--- src/rtl/and_reduce_unit.sv ---
// Registered maskable AND-reduction with lowest-failing-bit locator.
// Optional sticky accumulator enabled by defining AND_STICKY_EN.
module and_reduce_unit #(
    parameter int unsigned WIDTH = 8,
    parameter int unsigned IDXW  = $clog2(WIDTH)
) (
    input  logic             CLK,
    input  logic             RESET,
    input  logic             IN_VALID,
    input  logic [WIDTH-1:0] IN_DATA,
    input  logic [WIDTH-1:0] IN_MASK,
    input  logic             INVERT,
`ifdef AND_STICKY_EN
    input  logic             STICKY_CLR,
    output logic             OUT_STICKY,
`endif
    output logic             OUT_VALID,
    output logic             OUT_AND,
    output logic [IDXW-1:0]  OUT_FAIL_IDX
);

    logic [WIDTH-1:0] masked_c;
    logic             and_c;
    logic [IDXW-1:0]  fail_idx_c;

    // Ignored lanes are forced to 1 so X/Z on them cannot reach the reduction.
    always_comb begin
        masked_c = (INVERT ? ~IN_DATA : IN_DATA) | ~IN_MASK;
        and_c    = &masked_c;
    end

    // Scan from the top down so the lowest failing lane is the one left.
    always_comb begin
        fail_idx_c = '0;
        for (int i = WIDTH - 1; i >= 0; i--) begin
            if (!masked_c[i]) begin
                fail_idx_c = IDXW'(i);
            end
        end
    end

    always_ff @(posedge CLK) begin
        if (RESET) begin
            OUT_VALID    <= 1'b0;
            OUT_AND      <= 1'b0;
            OUT_FAIL_IDX <= '0;
        end else begin
            OUT_VALID <= IN_VALID;
            if (IN_VALID) begin
                OUT_AND      <= and_c;
                OUT_FAIL_IDX <= fail_idx_c;
            end
        end
    end

`ifdef AND_STICKY_EN
    // Clear takes priority over accumulating a same-cycle input.
    always_ff @(posedge CLK) begin
        if (RESET) begin
            OUT_STICKY <= 1'b1;
        end else if (STICKY_CLR) begin
            OUT_STICKY <= 1'b1;
        end else if (IN_VALID) begin
            OUT_STICKY <= OUT_STICKY & and_c;
        end
    end
`endif

endmodule

--- config.mk ---
export PLATFORM = sky130hd
export DESIGN_NAME = and_reduce_unit
export DESIGN_NICKNAME = d
export VERILOG_FILES = /design/src/rtl/and_reduce_unit.sv
export SDC_FILE = /design/constraint.sdc
export NUM_CORES = 1
export LEC_CHECK = 0
export ABC_AREA = 1
export BUFFER_PORTS_ARGS = -buffer_cell sky130_fd_sc_hd__clkbuf_2
export CORE_AREA = 2 2 39 41
export CTS_CLUSTER_DIAMETER = 100
export DETAILED_ROUTE_END_ITERATION = 6
export DIE_AREA = 0 0 41 43
export HOLD_SLACK_MARGIN = 0.05
export PLACE_DENSITY = 0.65
export SLEW_MARGIN = 40
export SYNTH_ARGS = -nofsm -noshare
export SYNTH_HDL_FRONTEND = slang
export SYNTH_SLANG_ARGS = --single-unit
--- constraint.sdc ---
create_clock -name CLK -period 3.4 [get_ports CLK]
set_input_delay 1.02 -clock CLK [delete_from_list [all_inputs] [get_ports CLK]]
set_output_delay 1.02 -clock CLK [all_outputs]
set_load 0.02 [all_outputs]
==> run summary <==
outcome -> finished, final reports clean
initial antenna violation count -> 0
Leak -> 0.2941 nW
setup TNS -> 0 ps
Worst Path Max Fanout -> 7
critical path launch point type -> input pin
Max rail drop VDD -> 0.1177 mV
Clk pin slew, worst setup/hold paths -> 40 ps
Clk Latency, worst-skew pair -> 240 ps
Syn Inst Count -> 61
post-DR wirelength/cell -> 7.183 um
post-route minimum period -> 1803 ps
Num CTS Buffers -> 3
first-pass GRT wire length -> 1331 um
final-report hold violation count -> 0
sequential share of the synthesized area -> 27.68%
worst-margin pin slew -> 189.4 ps
largest net degree at the start of global routing -> 8
Setup Buffers After CTS -> 0
period utilization -> 53.04%
WL final -> 747 um
most frequent cells in the layout -> 27 x nand2_1, 24 x clkbuf_2, 6 x nor2_1
initial core utilization -> 26.13%
Filler Cell Count -> 167
number of global-route vias before repair -> 391
PortBufs -> 24
worst hold path type -> flip-flop to flip-flop
Setup-failing EPs final -> 0
DR DRC count -> 0
met3 usage -> 3.141%
number of synthesized register bits -> 5
Root Buffer -> clkbuf_4
CTS tree -> done
Final Power -> 0.1821 mW
Post-CTS Hold Fix Bufs -> 0
max-capacitance violation count -> 0
total track usage -> 10.64%
met2 Usage GRT -> 17.50%
vias per cell -> 4.192
Die X -> 41 um
Die Y-Extent -> 43 um
Setup CP Type -> input pin to flip-flop
Net Count, Synth -> 81
Worst Skew -> 0 ps
TritonCTS Sinks -> 5
crit end category -> flip-flop
CP Data Required Time -> 3570 ps
synth unique cells -> 15
Arrival @ worst endpoint -> 1970 ps
I/O pin cnt -> 25
share of cells above drive strength 1 -> 35.23%
gr busiest metal -> met2
commonest non-fill, non-tap cell in the layout -> nand2_1
GPL Wtd Cong -> 0.7021
GRT overflow -> 0
# rows -> 14
synth warn -> 0
Synth Area per Inst -> 5.928 um^2
RSZ-0062 raised after global routing -> no
Slew Viols, Final -> 0
Synth Cell Area -> 361.6 um^2
H-tree level count -> 1
Detail Route Antenna Nets -> 0
via count -> 436
CORE AREA -> 1384 um^2
relative slew slack -> 87.37%
pwr dens -> 352.3 nW/um^2
Resized cells post-CTS -> 0
GRT met1 Usage -> 12.22%
Syn-to-layout area delta -> 42.91%
# diodes -> 0
number of nets in the layout -> 109
Initial DRC Count -> 7
die area -> 1763 um^2
FMAX -> 554.5 MHz
DPL Wire Length -> 667.1 um
Detailed Routing Iterations Pass 1 -> 5
CTS Buffer Depth -> 2
-- layer usage --
| metal | up-vias | routed length, um |
|---|---|---|
| met4 | 0 | 0 |
| met3 | 0 | 41 |
| met5 | - | 0 |
| met1 | 180 | 314 |
| li1 | 244 | - |
| met2 | 12 | 391 |
-- metrics by stage --
step | hold slack, ps | utilization [%] | cells | worst slack (ps) | cell area [um^2]
floorplan | 534.6 | - | 61 | 1516 | 361.6
global placement | 455.0 | 35.44 | 100 | 1362 | 490.5
detailed placement | 457.1 | 35.44 | 100 | 1331 | 490.5
CTS | 464.0 | 37.34 | 104 | 1580 | 516.7
global route | 486.2 | 37.34 | 104 | 1420 | 516.7
finish | 459.2 | 37.34 | 104 | 1597 | 516.7
-- flip-flops by register name, summed over array words and instances, names as in the netlist --
signal,cells
OUT_FAIL_IDX,3
OUT_AND,1
OUT_VALID,1
-- cells in the mapped netlist, drive strengths merged --
cell type  instances  area [um^2]
inv                6        25.02
nand3              2        10.01
a21oi              5        25.02
buf                1        11.26
o21bai             1        7.510
xnor2              4        35.03
dfxtp              5        100.1
o21ai              1        5.000
or2                1        6.260
nor2               7        28.78
nand2             28        107.6
-- worst max-delay path: stages --
cell,delay (ps)
clkbuf_2,190
inv_4,70
nand2_1,60
nand2_1,40
nor2_1,120
nand2_1,60
nand2_1,60
nand2_1,50
nand2_1,50
nand2_1,50
nand2_1,50
nand2_1,50
a21oi_1,110
-- worst paths after layout --
check,startpoint,to,slack [ps],cells after the start
setup / recovery,INVERT,OUT_FAIL_IDX[0],1600,13
hold / removal,OUT_AND,OUT_AND,460,2
setup reg to reg,OUT_FAIL_IDX[0],OUT_FAIL_IDX[0],2820,2
hold reg to reg,OUT_AND,OUT_AND,460,2
-- where the power goes --
group          internal, mW  switching, mW  total, mW
clock network        0.0443         0.0230     0.0673
registers            0.0622        0.00139     0.0636
logic                0.0228         0.0283     0.0511
total                 0.129         0.0528      0.182
-- kinds of logic after synthesis --
kind of cell    synth area share [%]
compound gates                 10.38
xor+xnor                       9.688
buf+inv                        10.03
flops                          27.68
simple gates                   42.22
-- layout make-up --
class / instances / area [um^2] / area share (%)
flip-flops and latches: 5 / 100.1 / 19.37
multi-input cells: 49 / 225.2 / 43.58
inverters: 6 / 25.02 / 4.843
repair buffers: 24 / 120.1 / 23.24
well taps: 16 / 20.02 / 3.874
clock buffers: 4 / 26.28 / 5.085
No activity file was read; power rests on OpenSTA's default activity.
